===== src/rtl/stream_pkg.sv =====
// Shared definitions for the stream multiplexer: mode encodings and a width helper.
package stream_pkg;

  localparam logic [1:0] MODE_SEL  = 2'd0;
  localparam logic [1:0] MODE_PRIO = 2'd1;
  localparam logic [1:0] MODE_RR   = 2'd2;

  // Ceiling log2, never less than 1 so a two-channel mux still gets a select bit.
  function automatic int clog2(input int value);
    int w;
    w = 1;
    while ((1 << w) < value) w++;
    return w;
  endfunction

endpackage


===== src/rtl/rr_arbiter.sv =====
// Combinational rotating-priority arbiter; in priority mode the search always starts at 0.
module rr_arbiter
  import stream_pkg::*;
#(
  parameter  int N  = 4,
  localparam int PW = clog2(N)
) (
  input  logic [N-1:0]  req,
  input  logic [PW-1:0] ptr,
  input  logic [1:0]    mode,
  output logic [N-1:0]  grant,
  output logic [PW-1:0] grant_idx,
  output logic          any_grant
);

  logic [PW-1:0] base;

  assign base = (mode == MODE_PRIO) ? '0 : ptr;

  // Walk base, base+1, ... modulo N and take the first requester.
  always_comb begin
    int idx;
    grant     = '0;
    grant_idx = '0;
    any_grant = 1'b0;
    for (int k = 0; k < N; k++) begin
      idx = int'(base) + k;
      if (idx >= N) idx = idx - N;
      if (!any_grant && req[idx]) begin
        grant[idx] = 1'b1;
        grant_idx  = PW'(idx);
        any_grant  = 1'b1;
      end
    end
  end

endmodule


===== src/rtl/stream_mux_rr.sv =====
// N-channel valid/ready stream mux with external-select, fixed-priority or
// round-robin arbitration feeding a single registered output beat.
module stream_mux_rr
  import stream_pkg::*;
#(
  parameter  int N_CH   = 4,
  parameter  int DATA_W = 8,
  localparam int SEL_W  = clog2(N_CH)
) (
  input  logic                     clk,
  input  logic                     rst_n,
  input  logic [1:0]               mode,
  input  logic [SEL_W-1:0]         sel,
  input  logic [N_CH-1:0]          in_valid,
  input  logic [N_CH*DATA_W-1:0]   in_data,
  output logic [N_CH-1:0]          in_ready,
  output logic                     out_valid,
  output logic [DATA_W-1:0]        out_data,
  output logic [SEL_W-1:0]         out_ch,
  input  logic                     out_ready
);

  logic [SEL_W-1:0] ptr;
  logic [N_CH-1:0]  arb_grant;
  logic [SEL_W-1:0] arb_idx;
  logic             arb_any;
  logic [N_CH-1:0]  grant;
  logic [SEL_W-1:0] grant_idx;
  logic             any_grant;
  logic             can_load;
  logic             xfer;

  rr_arbiter #(.N(N_CH)) u_arb (
    .req       (in_valid),
    .ptr       (ptr),
    .mode      (mode),
    .grant     (arb_grant),
    .grant_idx (arb_idx),
    .any_grant (arb_any)
  );

  // External select bypasses the arbiter; an out-of-range select grants nothing.
  always_comb begin
    grant     = arb_grant;
    grant_idx = arb_idx;
    any_grant = arb_any;
    if (mode == MODE_SEL) begin
      grant     = '0;
      grant_idx = sel;
      any_grant = 1'b0;
      if ((int'(sel) < N_CH) && in_valid[sel]) begin
        grant[sel] = 1'b1;
        any_grant  = 1'b1;
      end
    end
  end

  // rst_n gates the handshake so no producer sees ready while reset is held.
  assign can_load = ~out_valid | out_ready;
  assign in_ready = (can_load && rst_n) ? grant : '0;
  assign xfer     = can_load & rst_n & any_grant;

  always_ff @(posedge clk or negedge rst_n) begin
    if (!rst_n) begin
      out_valid <= 1'b0;
      out_data  <= '0;
      out_ch    <= '0;
      ptr       <= '0;
    end else if (xfer) begin
      out_valid <= 1'b1;
      out_data  <= in_data[int'(grant_idx)*DATA_W +: DATA_W];
      out_ch    <= grant_idx;
      if (mode[1])
        ptr <= (int'(grant_idx) == N_CH - 1) ? '0 : grant_idx + 1'b1;
    end else if (out_ready) begin
      out_valid <= 1'b0;
    end
  end

endmodule


===== config.mk =====
export PLATFORM = sky130hd
export DESIGN_NAME = stream_mux_rr
export DESIGN_NICKNAME = d
export VERILOG_FILES = /design/src/rtl/stream_pkg.sv /design/src/rtl/rr_arbiter.sv /design/src/rtl/stream_mux_rr.sv
export SDC_FILE = /design/constraint.sdc
export NUM_CORES = 1
export LEC_CHECK = 0
export CAP_MARGIN = 20
export CORE_ASPECT_RATIO = 1.4
export CORE_UTILIZATION = 39
export DETAILED_ROUTE_END_ITERATION = 7
export HOLD_SLACK_MARGIN = 0.08
export MAX_ROUTING_LAYER = met4
export PLACE_DENSITY_LB_ADDON = 0.3
export SLEW_MARGIN = 20
export SYNTH_ARGS = -nofsm -noshare
export SYNTH_HDL_FRONTEND = slang
export SYNTH_SLANG_ARGS = --single-unit

===== constraint.sdc =====
create_clock -name clk -period 3.1 [get_ports clk]
set_clock_uncertainty 0.2 [all_clocks]
set_input_delay 0.31 -clock clk [delete_from_list [all_inputs] [get_ports clk]]
set_output_delay 0.31 -clock clk [all_outputs]
set_load 0.01 [all_outputs]

-- After elaboration in Yosys (flattened, before gate mapping)
Cells that the tools add are included.
- $add $sub $neg: 8
- order comparisons: 14
- eq/ne operators: 2
- shifts and indexed selects: 1
- mux-type cells: 50
- bitwise operators: 7
- reductions and logical operators: 15
- operators with widths (operator ; number):
    $ge A32 B1 Y1 const B ; 4
    $lt A32 B4 Y1 const B ; 4
    $mux W32 ; 4
    $ge A32 B4 Y1 const B ; 3
    $sub A32 B4 Y32 const B ; 3
    $shiftx A32 B6 Y8 ; 1
    $mux W4 ; 7
    $mux W1 ; 22
    $mux W2 ; 7
    $or A4 B4 Y4 ; 3
    $bmux W1 S2 ; 5
    $demux W1 S2 ; 5
    $logic_and A1 B1 Y1 ; 9
    $add A2 B2 Y3 const B ; 2
    $eq A2 B1 Y1 const B ; 2
    $sub A2 B3 Y4 const B ; 1
    $add A2 B1 Y3 const B ; 1
    $ge A2 B3 Y1 const B ; 1
    $logic_not A1 Y1 ; 3
    $lt A2 B3 Y1 const B ; 1
    $add A2 B1 Y2 const B ; 1
    $and A1 B1 Y1 ; 2
    $ge A2 B1 Y1 const B ; 1
    $logic_not A2 Y1 ; 1
    other kinds (4) ; 4
- register bits: 13
- input bits: 43
- logic and storage cells: 101

-- Depth between registers and ports, before layout
- depth after elaboration: 20
- gate-level depth with buffers: 12

-- Cells and area by module
A second synthesis with hierarchy kept.
- cells, all modules: 202
- area total of the unflattened synthesis: 1726.7 µm²
- modules (own cells, without submodules) (module ; instances ; cells an instance ; area each (µm²) ; sequential area each (µm²)):
    stream_mux_rr ; 1 ; 125 ; 1161.1 ; 325.3
    rr_arbiter ; 1 ; 77 ; 565.5 ; 0.0

-- Least setup slack after synthesis
OpenSTA, ideal clock, no wires.
- path kind: input to register
- start point: input port mode[1]
- end point: register ptr[1]
- setup time: 125 ps
- data arrival time: 2742 ps
- required time: 2775 ps
- path slack: 33 ps
- stages: 12
- path buffers: 3
- cell sequence: nand2b_4 > and2_1 > buf_6 > ha_1 > mux4_2 > and2_1 > buf_6 > o221ai_4 > nand2_4 > buf_6 > ha_1 > mux2_2
- cells in the longest elaborated chain, start to end: 20
- RTL lines (what ; line ; source):
    from (decl) ; stream_mux_rr.sv:12 ; input logic [1:0] mode,
    branches (longest 17 deep; another with $sub A32 B4 Y32) ; - ;
    $mux W2 * ; stream_mux_rr.sv:47 ; if (mode == MODE_SEL) begin
    via grant_idx[0] ; stream_mux_rr.sv:28 ; logic [SEL_W-1:0] grant_idx;
    $add A2 B1 Y2 / $eq A2 B1 Y1 (equally long branches) ; stream_mux_rr.sv:74 ; ptr <= (int'(grant_idx) == N_CH - 1) ? '0 : grant_idx + 1'b1;
    $mux W2 * ; stream_mux_rr.sv:74 ;
    to (signal assigned) ; stream_mux_rr.sv:74 ;
    to (decl) ; stream_mux_rr.sv:23 ; logic [SEL_W-1:0] ptr;
Mark *: on every way through the listed nets, which the timed path passes. The select of a mux whose other input is x is not followed.
A chain may end at the register's enable or synchronous reset.

-- Worst setup path after layout
- start point: input port mode[1]
- end point: output port in_ready[3]
- cells in the longest elaborated chain, start to end: 19
- RTL lines (what ; line ; source):
    branches (longest 17 deep; another with $sub A32 B4 Y32) ; - ;
    $mux W4 * ; stream_mux_rr.sv:47 ;
    $mux W4 * ; stream_mux_rr.sv:60 ; assign in_ready = (can_load && rst_n) ? grant : '0;
    to (decl) ; stream_mux_rr.sv:16 ; output logic [N_CH-1:0] in_ready,
Mark *: on every way between the ends. The select of a mux whose other input is x is not followed.

==> metrics.md <==
| Metric | Value |
|---|---|
| Number of antenna violations at the first check in global routing | 0 |
| Area of all sequential standard cells | approximately 330 sq um |
| Worst hold-check path type | in2async |
| PwrDens | 724 nW/um^2 |
| Crit start category | input port |
| Result of the run | complete, no violations |
| Register-to-register path setup slack | 0.31 ns |
| Synthesis-to-finish area growth | 68.5% |
| Number of distinct library cells after synthesis | 45 |
| Max H-tree Level | 1 |
| Proportion of layout cells with a drive suffix above 1 | approximately 29% |
| Cell family contributing the most delay on the critical path | simple AND/OR/NAND/NOR gates |
| Leakage Power | 0.00106 uW |
| Share of the yosys chip area belonging to registers | 22.7% |
| CP Cell Sequence | dlygate4sd2_1 -> nand2b_4 -> and2_4 -> ha_4 -> mux4_2 -> and2_4 -> a221o_1 -> a221oi_2 -> nor3_2 -> buf_2 |
| Clk Latency, worst-skew pair | 0.24 ns |
| Commonest cells in the synthesized netlist | nand2_1 (20), dfrtp_1 (13) |
| Data required time at the worst endpoint | around 2.6 ns |
| Max_cap viols | 0 |
| Number of diodes | 0 |
| Maximum fanout encountered on the critical timing path | 5 |
| Final net count | 317 |
| Vias in the first global route | 1743 |
| Synth async-reset ratio | 100% |
| Initial detailed-routing violation count | 47 |
| Routed wire length | between 4000 and 5000 um |
| Wire length of the first global-routing pass | 7540 um |
| Core Box Area | 3440 sq um |
| Startpoint of the lowest-slack register-to-register path | ptr[0] |
| Most common cell in the synthesized netlist | nand2_1 |
| Slowest cell on crit path | mux4_2 |
| YS warnings | 0 |
| Worst Path Arrival | 2.49 ns |
| Number of buffers added on ports | 57 |
| Die height | 73.7 um |
| Fin crit period | 3.00 ns |
| ANT nets after route | 0 |
| Cell Rows | 25 |
| Bufs and invs on worst path | 2 |
| Number of flops mapped to enable cells by yosys | 0 |
| Max Freq | between 300 and 400 MHz |
| Sum Neg Setup Slack | 0 ns |
| Yosys top cell by area | dfrtp_1 |
| Post-detailed-placement half-perimeter wirelength | around 3800 um |
| Final Setup Violations | 0 |
| Pin slew with the least headroom to its limit | 0.480 ns |
| R2R cell count | 13 |
| Design Power | approximately 1700 uW |
| End of the worst register-to-register path | out_data[7] |
| Pin count of the biggest net entering global routing | 14 |
| GPL Wtd Cong | 1.01 |
| Area of the multi-input gates | 1080 sq um |
| Cell repeated most along the worst path | and2_4 |
| Pins Over Slew Limit | 0 |
| Number of top-level pins | 58 |
| Via total after detailed routing | between 1.5k and 2k |
| Top cells by area in the synthesized netlist | dfrtp_1 (23%), ha_1 (7.0%), mux2i_1 (6.3%), nand2_1 (5.2%), a21o_1 (4.7%) |
| Critical path class | in2out |
| Clock Sinks | 13 |
| Detail-routed via count per cell | 5.69 |
| Worst-case headroom to the max-slew limit | 67.9% |
| Share of the clock period used by the worst path | a little over nine tenths |
| Drt pass-1 iters | 4 |
| Total clock buffers created by CTS | 3 |
| Final cell utilization of the core | 70.1% |
| Count of mapped cells out of synthesis | 169 |
| Clock transition time at the flip-flop clock pins of the worst setup and hold paths | about 0.060 ns |
| Netlist Area Pre-Place | 1430 sq um |
| Area of the die | 3920 sq um |
| Detailed-route wire length per cell | 15.6 um |
| Maximum vdd drop | 0.584 mV |
| Synth top area share | a little under a quarter |
| CTS Root Cell | clkbuf_8 |
| Post-layout worst setup margin | 0.104 ns |
| Buffer levels on the longest clock path | 2 |
| Initial cell density of the core | 41.6% |
| Top sig layer | met4 |
| Routed met1 length | 1840 um |
| Wire length on met3 | 201 um |
| DRC viols | 0 |
| Longest individual stage delay on the worst path | about 0.33 ns |
| Die Span X | 53.2 um |
| Synthesized flop and latch total | 13 |
| Net Count, Synth | 220 |
| Min Hold Slack | 0.219 ns |
| Mean area per synthesized cell | 8.47 sq um |
| Hold violation count in the final report | 0 |
| Overflow after GRT | 0 |
| Category of the worst setup path capture point | primary output |
| Placement Setup Slack | -0.570 ns |
| Fillers | 273 |
| TritonCTS clock tree | yes |
| Unrepaired setup endpoints after global routing | no |
| Routed length on met2 | 2630 um |
| Total track usage | 26.4% |
| Predominant post-synthesis flop cell | dfrtp_1 |
worst reg2reg max path: stages, from the launching register on:
cell	delay [ns]
dfrtp_1	0.38
and2_4	0.16
ha_4	0.28
buf_4	0.12
buf_4	0.11
nor2_1	0.04
a2111oi_1	0.30
buf_4	0.18
a21oi_2	0.04
buf_4	0.13
o221a_2	0.32
o21ai_0	0.19
a21o_1	0.15
o211ai_1	0.08
worst max path at each step:
stage          startpoint          end  slack (ns)  cells past startpoint
2_1_floorplan     mode[1]       ptr[1]        0.03                     12
3_5_place_dp      mode[0]  in_ready[3]       -0.57                     10
3_3_place_gp      mode[0]  in_ready[0]       -0.48                     10
4_1_cts           mode[1]  in_ready[2]        0.13                     10
5_1_grt           mode[1]  in_ready[3]        0.02                     13
6_report          mode[1]  in_ready[3]        0.10                     10
stage by stage:
step	instances	instance area (sq um)
2_1_floorplan	169	1430
3_3_place_gp	300	2320
3_5_place_dp	300	2320
4_1_cts	305	2400
5_1_grt	305	2410
6_report	305	2410
flip-flops by register name (all words and copies together) (netlist names):
signal,cells
ptr,2
out_ch,2
out_data,8
out_valid,1
repair_timing:
| item | CTS | global route |
|---|---|---|
| hold buffers | 0 | 0 |
| pin swaps | 2 | 1 |
| endpoints found under the setup margin | 14 | 5 |
| buffers inserted | 1 | 0 |
| hold endpoints to repair | 0 | 0 |
| gates resized for setup | 25 | 6 |
| gates cloned | 0 | 0 |
report_power, final:
part	internal [uW]	switching (uW)
combinational	697	606
clock	90.8	60.7
sequential	246	45.4
cell type report:
cell class | instances | area share (%)
multi-input cells | 139 | 44.8
repair buffers | 102 | 36.7
flip-flops and latches | 13 | 13.5
well taps | 40 | 2.07
clock buffers | 4 | 1.87
inverters | 7 | 1.09
per-layer routing:
metal | track usage (%) | vias to the layer above
met2 | 51.0 | 74
met5 | - | -
met4 | 8.48 | 0
li1 | - | 842
met3 | 1.86 | 9
met1 | 26.9 | 811
kinds of logic after synthesis:
kind of cell	count (synthesis)	synth area share (%)
AOI/OAI and AO/OA	60	32.5
adders and majority gates	8	6.99
buffers and inverters	17	6.03
DFF	13	22.7
muxes	13	11.0
and+or+nand+nor	58	20.7
layout by cell type (no fill, tap or decap), types with 6 or more instances in the layout:
| cell type | n |
|---|---|
| a21o_1 | 9 |
| nor2_1 | 8 |
| clkdlybuf4s50_1 | 51 |
| ha_1 | 7 |
| dfrtp_1 | 13 |
| o21ai_0 | 8 |
| nand2_1 | 20 |
| mux2i_1 | 9 |
| o211ai_1 | 8 |
| inv_1 | 6 |
| nand3_1 | 9 |
| buf_4 | 45 |
(Power assumes the default switching activity.)
